**src/rtl/imem_prog_loader_pkg.sv**
```systemverilog
// Shared types and defaults for the instruction-memory program loader.
//   state_e      : loader FSM states
//   DefaultAddrW : default instruction-memory word-address width
package imem_prog_loader_pkg;

    localparam int unsigned DefaultAddrW = 8;

    typedef enum logic [2:0] {
        StIdle,
        StLenHi,
        StLenLo,
        StData,
        StCsum,
        StDone,
        StErr
    } state_e;

endpackage

```
**src/rtl/byte_word_packer.sv**
```systemverilog
// Packs a stream of bytes into big-endian 32-bit words.
//   clk, rst     : clock, async active-high reset
//   byte_i       : incoming byte
//   strobe_i     : byte_i is consumed this cycle
//   clear_i      : restart packing at byte index 0
//   word_o       : assembled word, valid together with word_valid_o
//   word_valid_o : this strobe completes a word (4th byte)
//   idx_o        : index of the next byte within the word (0..3)
module byte_word_packer (
    input  logic        clk,
    input  logic        rst,
    input  logic [7:0]  byte_i,
    input  logic        strobe_i,
    input  logic        clear_i,
    output logic [31:0] word_o,
    output logic        word_valid_o,
    output logic [1:0]  idx_o
);

    // Only the first three bytes need storing; the fourth is taken live from byte_i.
    logic [23:0] shift_q, shift_d;
    logic [1:0]  idx_q, idx_d;

    always_comb begin
        shift_d = shift_q;
        idx_d   = idx_q;
        if (clear_i) begin
            shift_d = '0;
            idx_d   = '0;
        end else if (strobe_i) begin
            shift_d = {shift_q[15:0], byte_i};
            idx_d   = idx_q + 2'd1;
        end
    end

    always_ff @(posedge clk or posedge rst) begin
        if (rst) begin
            shift_q <= '0;
            idx_q   <= '0;
        end else begin
            shift_q <= shift_d;
            idx_q   <= idx_d;
        end
    end

    assign word_o       = {shift_q, byte_i};
    assign word_valid_o = strobe_i && !clear_i && (idx_q == 2'd3);
    assign idx_o        = idx_q;

endmodule

```
**src/rtl/imem_prog_loader.sv**
```systemverilog
// Loads the instruction memory from a length-prefixed, XOR-checksummed byte stream.
//   clk, rst           : clock, async active-high reset
//   start              : begin a load (honoured in idle/done/error only)
//   in_valid/in_data   : byte stream input, in_ready is the handshake reply
//   im_we/im_addr/im_wdata : instruction-memory write port
//   cpu_hold           : keeps the CPU in reset until a load succeeds
//   done/error         : outcome of the last load
//   words_loaded       : words written in the current/last load
module imem_prog_loader
    import imem_prog_loader_pkg::*;
#(
    parameter int unsigned ADDR_W = DefaultAddrW
) (
    input  logic              clk,
    input  logic              rst,
    input  logic              start,
    input  logic              in_valid,
    input  logic [7:0]        in_data,
    output logic              in_ready,
    output logic              im_we,
    output logic [ADDR_W-1:0] im_addr,
    output logic [31:0]       im_wdata,
    output logic              cpu_hold,
    output logic              done,
    output logic              error,
    output logic [ADDR_W:0]   words_loaded
);

    localparam logic [16:0] MaxWords = 17'(2 ** ADDR_W);

    state_e            state_q, state_d;
    logic [15:0]       len_q, len_d;
    logic [7:0]        xor_q, xor_d;
    logic [ADDR_W-1:0] addr_q, addr_d;
    logic              im_we_q, im_we_d;
    logic [ADDR_W-1:0] im_addr_q, im_addr_d;
    logic [31:0]       im_wdata_q, im_wdata_d;
    logic              cpu_hold_q, cpu_hold_d;
    logic              done_q, done_d;
    logic              error_q, error_d;
    logic [ADDR_W:0]   words_q, words_d;

    logic              accept;
    logic              pk_strobe;
    logic              pk_clear;
    logic [31:0]       pk_word;
    logic              pk_word_valid;
    logic [1:0]        pk_idx;
    logic [15:0]       len_rx;
    logic [ADDR_W:0]   words_inc;

    assign in_ready  = (state_q == StLenHi) || (state_q == StLenLo) ||
                       (state_q == StData)  || (state_q == StCsum);
    assign accept    = in_valid && in_ready;
    assign pk_strobe = accept && (state_q == StData);
    assign len_rx    = {len_q[15:8], in_data};
    assign words_inc = words_q + 1'b1;

    byte_word_packer u_packer (
        .clk          (clk),
        .rst          (rst),
        .byte_i       (in_data),
        .strobe_i     (pk_strobe),
        .clear_i      (pk_clear),
        .word_o       (pk_word),
        .word_valid_o (pk_word_valid),
        .idx_o        (pk_idx)
    );

    always_comb begin
        state_d    = state_q;
        len_d      = len_q;
        xor_d      = xor_q;
        addr_d     = addr_q;
        im_we_d    = 1'b0;
        im_addr_d  = im_addr_q;
        im_wdata_d = im_wdata_q;
        cpu_hold_d = cpu_hold_q;
        done_d     = done_q;
        error_d    = error_q;
        words_d    = words_q;
        pk_clear   = 1'b0;

        unique case (state_q)
            StIdle, StDone, StErr: begin
                if (start) begin
                    state_d    = StLenHi;
                    cpu_hold_d = 1'b1;
                    done_d     = 1'b0;
                    error_d    = 1'b0;
                    words_d    = '0;
                    xor_d      = '0;
                    addr_d     = '0;
                    pk_clear   = 1'b1;
                end
            end
            StLenHi: begin
                if (accept) begin
                    len_d   = {in_data, len_q[7:0]};
                    xor_d   = xor_q ^ in_data;
                    state_d = StLenLo;
                end
            end
            StLenLo: begin
                if (accept) begin
                    len_d = len_rx;
                    xor_d = xor_q ^ in_data;
                    if ({1'b0, len_rx} > MaxWords) begin
                        state_d = StErr;
                        error_d = 1'b1;
                    end else if (len_rx == 16'd0) begin
                        state_d = StCsum;
                    end else begin
                        state_d = StData;
                    end
                end
            end
            StData: begin
                if (accept) begin
                    xor_d = xor_q ^ in_data;
                    if (pk_word_valid) begin
                        im_we_d    = 1'b1;
                        im_wdata_d = pk_word;
                        im_addr_d  = addr_q;
                        addr_d     = addr_q + 1'b1;
                        words_d    = words_inc;
                    end
                    // Final byte of the final word moves on to the checksum.
                    if ((pk_idx == 2'd3) && (16'(words_inc) == len_q)) begin
                        state_d = StCsum;
                    end
                end
            end
            StCsum: begin
                if (accept) begin
                    if (in_data == xor_q) begin
                        state_d    = StDone;
                        done_d     = 1'b1;
                        cpu_hold_d = 1'b0;
                    end else begin
                        state_d = StErr;
                        error_d = 1'b1;
                    end
                end
            end
            default: state_d = StIdle;
        endcase
    end

    always_ff @(posedge clk or posedge rst) begin
        if (rst) begin
            state_q    <= StIdle;
            len_q      <= '0;
            xor_q      <= '0;
            addr_q     <= '0;
            im_we_q    <= 1'b0;
            im_addr_q  <= '0;
            im_wdata_q <= '0;
            cpu_hold_q <= 1'b0;
            done_q     <= 1'b0;
            error_q    <= 1'b0;
            words_q    <= '0;
        end else begin
            state_q    <= state_d;
            len_q      <= len_d;
            xor_q      <= xor_d;
            addr_q     <= addr_d;
            im_we_q    <= im_we_d;
            im_addr_q  <= im_addr_d;
            im_wdata_q <= im_wdata_d;
            cpu_hold_q <= cpu_hold_d;
            done_q     <= done_d;
            error_q    <= error_d;
            words_q    <= words_d;
        end
    end

    assign im_we        = im_we_q;
    assign im_addr      = im_addr_q;
    assign im_wdata     = im_wdata_q;
    assign cpu_hold     = cpu_hold_q;
    assign done         = done_q;
    assign error        = error_q;
    assign words_loaded = words_q;

endmodule

```
**config.mk**
```make
export PLATFORM = sky130hd
export DESIGN_NAME = imem_prog_loader
export DESIGN_NICKNAME = d
export VERILOG_FILES = /design/src/rtl/imem_prog_loader_pkg.sv /design/src/rtl/byte_word_packer.sv /design/src/rtl/imem_prog_loader.sv
export SDC_FILE = /design/constraint.sdc
export NUM_CORES = 1
export LEC_CHECK = 0
export CORE_MARGIN = 4
export CORE_UTILIZATION = 45
export CTS_CLUSTER_DIAMETER = 150
export CTS_CLUSTER_SIZE = 40
export DETAILED_ROUTE_END_ITERATION = 6
export PLACE_DENSITY = 0.72
export SLEW_MARGIN = 20
export SYNTH_ARGS = -nofsm -noshare
export SYNTH_HDL_FRONTEND = slang
export SYNTH_SLANG_ARGS = --single-unit
export TNS_END_PERCENT = 30
```
**constraint.sdc**
```tcl
create_clock -name clk -period 5.73 [get_ports clk]
set_input_delay 0.8595 -clock clk [delete_from_list [all_inputs] [get_ports clk]]
set_output_delay 0.8595 -clock clk [all_outputs]
set_load 0.03 [all_outputs]
```
After elaboration in Yosys (flattened, before gate mapping)
Cells that the tools add are included.
Operators by class
  $add $sub $neg: 3
  $lt $le $gt $ge: 1
  eq/ne operators: 20
  mux-type cells: 45
  bitwise logic cells: 3
  reductions and logical operators: 26
Operators with widths (count)
  two-way mux 24 bit: 2
  two-way mux 8 bit: 5
  one-hot mux 16 bit (2 select lines): 1
  one-hot mux 8 bit (2 select lines): 2
  two-way mux 9 bit: 3
  two-way mux 3 bit: 8
  one-hot mux 9 bit (2 select lines): 1
  == test 9 x 16 -> 1 bit: 1
  > comparator 16 x 9 -> 1 bit (second input constant): 1
  zero test 16 bit: 1
  two-way mux 16 bit: 1
  two-way mux 1 bit: 15
  one-hot mux 3 bit (5 select lines): 1
  inequality test 2 bit (second input constant): 7
  AND reduction 3 bit: 4
  AND reduction 6 bit: 2
  adder 9 x 1 -> 9 bit (second input constant): 1
  == test 3 bit (second input constant): 3
  adder 8 x 1 -> 8 bit (second input constant): 1
  == test 8 bit: 1
  inequality test 2 x 1 -> 1 bit (second input constant): 4
  AND reduction 4 bit: 2
  nonzero test 2 bit: 4
  bitwise XOR 8 bit: 1
  14 further kinds: 26
Storage, ports and cells
  flip-flop bits (word level): 114
  bits of input ports: 12
  output and inout port bits: 54
  logic and storage cells: 112

Longest topological paths before layout
Gate-level depths: netlist of the first run.
  word-level depth: 11
  mapped depth: 9
  gate-level depth less buffers: 7

Hierarchy
From an unflattened synthesis of the first run, not the netlist that was laid out.
Unflattened totals
  cell total of the unflattened synthesis: 561
  area, all modules: 5515.3 um^2
By module, submodules not included
  imem_prog_loader: instances 1, cells an instance 465, area an instance 4355.4 um^2, seq. area each 2202.1 um^2
  byte_word_packer: instances 1, cells an instance 96, area an instance 1159.9 um^2, seq. area each 650.6 um^2

Least setup slack after synthesis of the first run
No wires, ideal clock.
  path kind: input to register
  start point: input port in_data[5]
  end point: register cpu_hold_q (netlist: cpu_hold)
  setup time: 0.128 ns
  arrival: 1.998 ns
  data required time: 5.602 ns
  setup slack: 3.604 ns
  stages on the path: 7
  path buffers: 1
  cell sequence: buf_2 -> xnor2_1 -> o221ai_1 -> nor4_1 -> nand3_1 -> a31oi_1 -> o21ai_0
Between the ends
  cells in the longest elaborated chain, start to end: 3
RTL lines
  start, declared: line imem_prog_loader.sv:18  | input logic [7:0] in_data,
  == test 8 bit: line imem_prog_loader.sv:136  | if (in_data == xor_q) begin
  inequality test 2 x 1 -> 1 bit (no line)
  AND reduction 4 bit (no line)
  end signal, assigned: line imem_prog_loader.sv:171  | cpu_hold_q <= cpu_hold_d;
  end, declared: line imem_prog_loader.sv:38  | logic cpu_hold_q, cpu_hold_d;
Every way passes these cells.
A chain may end at the register's enable or synchronous reset.

Worst setup path after layout of the first run
  start point: input port in_valid
  end point: register addr_q[6]
Between the ends
  cells in the longest elaborated chain, start to end: 6
  elaborated cells on any way between the ends: 7
  classes of those cells: eq/ne: 2; reduce/logical: 5
RTL lines
  start, declared: line imem_prog_loader.sv:17  | input logic in_valid,
  logical AND 1 bit (*): line imem_prog_loader.sv:54  | assign accept = in_valid && in_ready;
  logical AND 1 bit: line imem_prog_loader.sv:55  | assign pk_strobe = accept && (state_q == StData);
  logical AND 1 bit (2 in a row): line byte_word_packer.sv:47  | assign word_valid_o = strobe_i && !clear_i && (idx_q == 2'd3);
  inequality test 2 bit (no line)
  AND reduction 4 bit (no line) (*)
  end signal, assigned: line imem_prog_loader.sv:167  | addr_q <= addr_d;
  end, declared: line imem_prog_loader.sv:34  | logic [ADDR_W-1:0] addr_q, addr_d;
Every way passes the cells marked *; elsewhere a longest branch is shown, timed or not.

==> impl_summary.log, run 1 <==
[metrics] number of buffer cells added on primary ports: 65
[metrics] pin count of the biggest net entering global routing: 73
[metrics] crit end category: flip-flop
[metrics] number of inserted filler cells in the final layout: 977
[metrics] iteration count of the initial detailed-routing pass: 5
[metrics] number of buffers on the longest clock path: 2
[metrics] count of inserted antenna diode cells: 0
[metrics] Final Max Tran Viols: 0
[metrics] number of synthesized register bits: 114
[metrics] Syn Std Cell Area: 5190 µm²
[metrics] DR WL/cell: 15.6 µm
[metrics] register area share after synthesis: 54.9%
[metrics] via count of the first global-routing pass: 4095
[metrics] R2R depth: 8
[metrics] residual overflow from global routing: 0
[metrics] DRT antenna net count: 0
[metrics] number of vias per cell: 5.41
[metrics] origin of the worst setup path: in_valid
[metrics] total number of nets in the final design: 633
[metrics] Post-Syn Area per Cell: 9.24 µm²
[metrics] fraction of final layout cells with drive strength greater than 1: 9.52%
[metrics] start-to-end type of the worst setup path: primary input to flip-flop
[metrics] die outline height: 115 µm
[metrics] count of routing violations after the opening detailed-route iteration: 353
[metrics] Post-Route WL: 12.0 mm
[metrics] core region area: 11100 µm²
[metrics] count of max-cap constraint violations: 0
[metrics] Max Clk Rate: 0.301 GHz
[metrics] final count of hold timing violations: 0
[metrics] Layout Area Growth over Synthesis: 27.1%
[metrics] most common cell after layout, fill and taps aside: nand2_1
[metrics] Lkg Pwr: 3.05 nW
[metrics] CTS clock-pin slew for the worst setup and hold paths: 50 ps
[metrics] routed via count: 4164
[metrics] data arrival time of the worst path: 3600 ps
[metrics] effective utilization at floorplan: 46.9%
[metrics] total setup buffers inserted after CTS: 0
[metrics] Pwr per Cell Area: 564 nW/µm²
[metrics] initial antenna violation count: 0
[metrics] launch instance of the worst register-to-register path: state_q[0]
[metrics] post-place instance area: 5890 µm²
[metrics] CP required: 6010 ps
[metrics] placer congestion estimate: 0.797
[metrics] Placement Setup Slack: 2010 ps
[metrics] count of cell types in the netlist: 47
[metrics] wire length of the first global-routing pass: 20.3 mm
[metrics] final worst-path cycle share: 58.0%
[metrics] maximum vdd ir drop: 0.327 mV
[metrics] post-route setup slack: 2410 ps
[metrics] worst setup skew after layout: 8.89 ps
[metrics] clock tree from TritonCTS: done
[metrics] number of endpoints failing setup at the final stage: 0
[metrics] final critical delay including setup and external delays: 3320 ps
[metrics] outcome: finished clean
[metrics] number of standard cells after synthesis: 562
[metrics] Placement Rows: 38
[metrics] worst min-delay path category: flip-flop to flip-flop
[metrics] CTS H-tree depth: 4
[metrics] insertion delay to the later sink of the worst-skew pair: 410 ps
[metrics] syn_nets: 577
[metrics] total DRC errors in the routed layout: 0
[metrics] startpoint of the tightest hold check path: im_addr[6]
[metrics] Hold-fix buffers, CTS: 0
[metrics] Synth warnings: 0
[metrics] TritonCTS buffer count: 17
[metrics] area of the die: 13300 µm²
[metrics] relative slew slack: 42.5%
[metrics] die outline width: 115 µm
[metrics] clock tree root driver cell: clkbuf_16
[metrics] Max FO, Critical Path: 54
[metrics] Least-Margin Pin Slew: 863 ps
[metrics] aggregate global-route resource usage: 19.4%
[metrics] clock tree sinks: 114
[metrics] RSZ-0062 raised after global routing: false
[metrics] CTS resizes: 0
[metrics] sum of negative setup slack: 0 ps
[metrics] post-DP HPWL: 7.62 mm
[metrics] area of all placed cells without fillers: 6600 µm²
[metrics] category of the worst setup path launch point: primary input
[metrics] leading cell types in the layout, fill and taps excluded: nand2_1, dfrtp_1, clkdlybuf4s50_1
[metrics] count of pins on the block boundary: 66
[metrics] hold-critical path depth: 2
cells in the mapped netlist (all sizes together):
library cell	instances	share of area [%]
and4b	1	0.19
buf	21	2.1
nor2	26	1.9
mux2i	2	0.39
and3	7	0.84
xor2	10	1.7
o22a	2	0.34
o311a	1	0.19
mux2	17	3.7
nand3b	1	0.14
inv	6	0.48
nand3	10	0.96
dfrtp	114	55
nor4	4	0.48
nand4	4	0.48
nor3b	2	0.39
a32oi	1	0.17
o21ai	62	6.0
a21oi	6	1.0
a2bb2oi	1	0.17
nand4b	1	0.17
o221ai	2	0.34
nor2b	1	0.12
or3	2	0.24
o21a	1	0.14
maj3	1	0.19
clkbuf	12	0.87
xnor2	12	2.0
nor3	7	0.87
o31ai	4	0.58
and2	4	0.48
nand2b	13	1.6
ha	3	0.72
or2	1	0.12
a31oi	1	0.12
o22ai	3	0.36
o2111ai	1	0.17
a32o	1	0.19
nand2	194	14
cell families after synthesis:
family	after synthesis	share of synthesized area (%)
simple gates	278	23.1
flops	114	54.9
compound gates	86	9.76
buf+inv	39	3.49
xor+xnor	22	3.71
mux	19	4.07
fa+ha+maj	4	0.916
sequential cells by signal (all words and copies together) (netlist names):
signal / count
addr_q: 8
cpu_hold: 1
done: 1
error: 1
im_addr: 8
im_wdata: 32
im_we: 1
len_q: 16
state_q: 3
u_packer.idx_o: 2
u_packer.shift_q: 24
words_loaded: 9
xor_q: 8
power breakdown:
| part | switching (mW) | internal (mW) |
|---|---|---|
| clock network | 0.361 | 0.896 |
| registers | 0.233 | 1.09 |
| logic | 0.658 | 0.486 |
| total | 1.25 | 2.47 |
stage by stage:
step / hold slack, ps / utilization (%) / instances / power, mW
final: 470 / 59.6 / 770 / 3.72
after global routing: 488 / 59.6 / 770 / 3.93
after CTS: 470 / 59.5 / 769 / 3.73
after detailed placement: 456 / 53.2 / 738 / 2.46
after global placement: 458 / 53.2 / 738 / 2.42
after floorplan: 439 / - / 562 / 2.08
area by class of cell:
| type | count | area, µm² | share of cell area [%] |
|---|---|---|---|
| Multi-Input combinational cell | 409 | 2160 | 32.7 |
| Inverter | 6 | 27.5 | 0.417 |
| Clock inverter | 12 | 260 | 3.94 |
| Clock buffer | 19 | 433 | 6.56 |
| Sequential cell | 114 | 2850 | 43.2 |
| Timing Repair Buffer | 70 | 692 | 10.5 |
| Tap cell | 140 | 175 | 2.65 |
worst paths after layout:
path                                 to  slack, ps
setup / recovery              addr_q[6]       2410
hold / removal               im_addr[6]        470
setup reg to reg              addr_q[6]       2940
hold reg to reg              im_addr[6]        470
max in group asynchronous      len_q[9]       3660
min in group asynchronous  im_wdata[23]       1000
metal layers:
| metal | vias up | share of wire (%) | GRT usage, % |
|---|---|---|---|
| li1 | 1972 | - | - |
| met1 | 2048 | 47 | 27.6 |
| met2 | 125 | 46 | 28.5 |
| met3 | 19 | 5.5 | 5.33 |
| met4 | 0 | 1.7 | 7.28 |
| met5 | - | 0 | 0 |
worst max-delay path, cell delays in order:
cell and delay, ps:
clkdlybuf4s50_1 760, and4b_1 270, buf_4 280, nand2_4 360
inv_4 420, and3_1 240, nand4_1 130, xor2_1 180
nor2_1 60
(Power assumes the default switching activity.)
==> run 2, diff against run 1 <==
PLACE_DENSITY = 0.75   (was 0.72)
clock period = 2.98 ns   (was 5.73 ns; I/O delays follow)
==> run 2 against run 1 <==
Cell area up 0.11%. Global-route usage up 0.63 points. Register-to-register slack worse by 2200 ps. Die area unchanged. Critical endpoint is now in_ready. Non-clock buffer count up 7. Hold slack worse by 1.1 ps. Largest cell class unchanged.
==> impl_summary.log, run 2 (synthesized netlist as in run 1, its figures left out) <==
[metrics] final worst-path cycle share: 93.8%
[metrics] effective utilization at floorplan: 46.9%
[metrics] number of inserted filler cells in the final layout: 926
[metrics] routed via count: 4160
[metrics] number of buffer cells added on primary ports: 65
[metrics] Max Clk Rate: 0.358 GHz
[metrics] CTS resizes: 0
[metrics] initial antenna violation count: 0
[metrics] worst setup skew after layout: 4.85 ps
[metrics] clock tree sinks: 114
[metrics] R2R depth: 6
[metrics] slowest stage cell on the critical path: clkdlybuf4s50_1
[metrics] number of vias per cell: 5.35
[metrics] area of all sequential standard cells: 2850 µm²
[metrics] area of the multi-input gates: 2160 µm²
[metrics] start-to-end type of the worst setup path: flip-flop to output port
[metrics] hold-critical path depth: 2
[metrics] count of routing violations after the opening detailed-route iteration: 327
[metrics] Pwr per Cell Area: 1040 nW/µm²
[metrics] Least-Margin Pin Slew: 748 ps
[metrics] post-DP HPWL: 8.30 mm
[metrics] Largest register FFs: 32
[metrics] DR WL/cell: 15.8 µm
[metrics] CTS H-tree depth: 4
[metrics] wire length of the first global-routing pass: 20.7 mm
[metrics] post-route setup slack: 186 ps
[metrics] maximum vdd ir drop: 0.593 mV
[metrics] Lkg Pwr: 3.04 nW
[metrics] total setup buffers inserted after CTS: 0
[metrics] crit end category: output port
[metrics] residual overflow from global routing: 0
[metrics] CTS clock-pin slew for the worst setup and hold paths: 50 ps
[metrics] clock tree from TritonCTS: done
[metrics] core region area: 11100 µm²
[metrics] Post-Route Utilization: 59.6%
[metrics] Critical Path, Cell by Cell: nor2_1 -> xnor2_1 -> clkdlybuf4s50_1
[metrics] outcome: finished clean
[metrics] iteration count of the initial detailed-routing pass: 7
[metrics] Max FO, Critical Path: 18
[metrics] Placement Rows: 38
[metrics] count of max-cap constraint violations: 0
[metrics] RSZ-0062 raised after global routing: false
[metrics] DRT antenna net count: 0
[metrics] Final Max Tran Viols: 0
[metrics] insertion delay to the later sink of the worst-skew pair: 410 ps
[metrics] number of endpoints failing setup at the final stage: 0
[metrics] cell count after placement: 746
[metrics] Post-Route WL: 12.3 mm
[metrics] total number of nets in the final design: 640
[metrics] Layout Area Growth over Synthesis: 27.2%
[metrics] count of inserted antenna diode cells: 0
[metrics] total DRC errors in the routed layout: 0
[metrics] number of non-filler instances in the completed layout: 778
[metrics] die outline width: 115 µm
[metrics] number of buffers on the longest clock path: 2
[metrics] sum of negative setup slack: 0 ps
[metrics] worst min-delay path category: flip-flop to flip-flop
[metrics] via count of the first global-routing pass: 4076
[metrics] pin count of the biggest net entering global routing: 46
[metrics] maximum single-stage delay on the critical path: 720 ps
[metrics] area of the die: 13300 µm²
[metrics] category of the worst setup path launch point: flip-flop
[metrics] final critical delay including setup and external delays: 2790 ps
[metrics] data arrival time of the worst path: 2350 ps
[metrics] fraction of final layout cells with drive strength greater than 1: 10.8%
[metrics] placer congestion estimate: 0.855
[metrics] final count of hold timing violations: 0
[metrics] most common cell after layout, fill and taps aside: nand2_1
[metrics] count of pins on the block boundary: 66
[metrics] aggregate global-route resource usage: 20.0%
[metrics] leading cell types in the layout, fill and taps excluded: nand2_1, dfrtp_1, clkdlybuf4s50_1
[metrics] Hold-fix buffers, CTS: 0
[metrics] CP required: 2530 ps
[metrics] relative slew slack: 50.0%
[metrics] Placement Setup Slack: 490 ps
[metrics] TritonCTS buffer count: 17
[metrics] clock tree root driver cell: clkbuf_16
[metrics] die outline height: 115 µm
-- run 2: cell count changes in the layout (fill, tap and decap cells not counted), moves of 2 or more --
cell,before,now
buf_12,0,3
clkinv_4,0,2
bufinv_16,8,3
clkinvlp_4,0,5
clkbuf_8,0,2
clkinv_2,4,2
buf_4,4,9
-- run 2: where the power goes --
| part | switching (mW) | internal (mW) | total [mW] | leakage, nW |
|---|---|---|---|---|
| clock network | 0.712 | 1.36 | 2.07 | 0.289 |
| registers | 0.448 | 2.09 | 2.54 | 1.51 |
| logic | 1.30 | 0.959 | 2.26 | 1.24 |
| total | 2.46 | 4.41 | 6.87 | 3.04 |
-- run 2: layout make-up --
| cell class | count | area share [%] |
|---|---|---|
| sequential | 114 | 43.2 |
| multi-input combinational | 409 | 32.7 |
| timing repair buffer | 77 | 11.8 |
| clock buffer | 20 | 6.91 |
| tap | 140 | 2.65 |
| clock inverter | 12 | 2.37 |
| inverter | 6 | 0.436 |
-- run 2: worst paths after layout --
kind,from,to,slack [ps]
setup / recovery,state_q[0],in_ready,190
hold / removal,im_addr[0],im_addr[0],470
setup reg to reg,state_q[0],addr_q[3],730
hold reg to reg,im_addr[0],im_addr[0],470
max in group asynchronous,rst,im_addr[0],1790
min in group asynchronous,rst,im_wdata[9],520
-- run 2: worst max-delay path: cells and delay by family (launching register included) --
| family | cells | cell delay [ps] |
|---|---|---|
| simple gates | 1 | 430 |
| buf+inv | 1 | 720 |
| xor+xnor | 1 | 220 |
| flops | 1 | 560 |
-- run 2: stage by stage --
stage / area [µm²] / hold slack (ps) / power [mW]
3_3_place_gp: 5990 / 453 / 4.72
5_1_grt: 6610 / 497 / 7.27
2_1_floorplan: 5200 / 439 / 4.00
3_5_place_dp: 5990 / 458 / 4.80
4_1_cts: 6610 / 471 / 6.91
6_report: 6610 / 469 / 6.87
-- run 2: per-layer routing --
metal | vias to the layer above | wire [µm] | GRT usage (%) | share of wire, %
met5 | - | 0 | 0 | 0
met4 | 0 | 182 | 6.34 | 1.5
met3 | 14 | 796 | 5.22 | 6.5
met2 | 158 | 5800 | 31.3 | 47
met1 | 1997 | 5540 | 27.5 | 45
li1 | 1991 | - | - | -
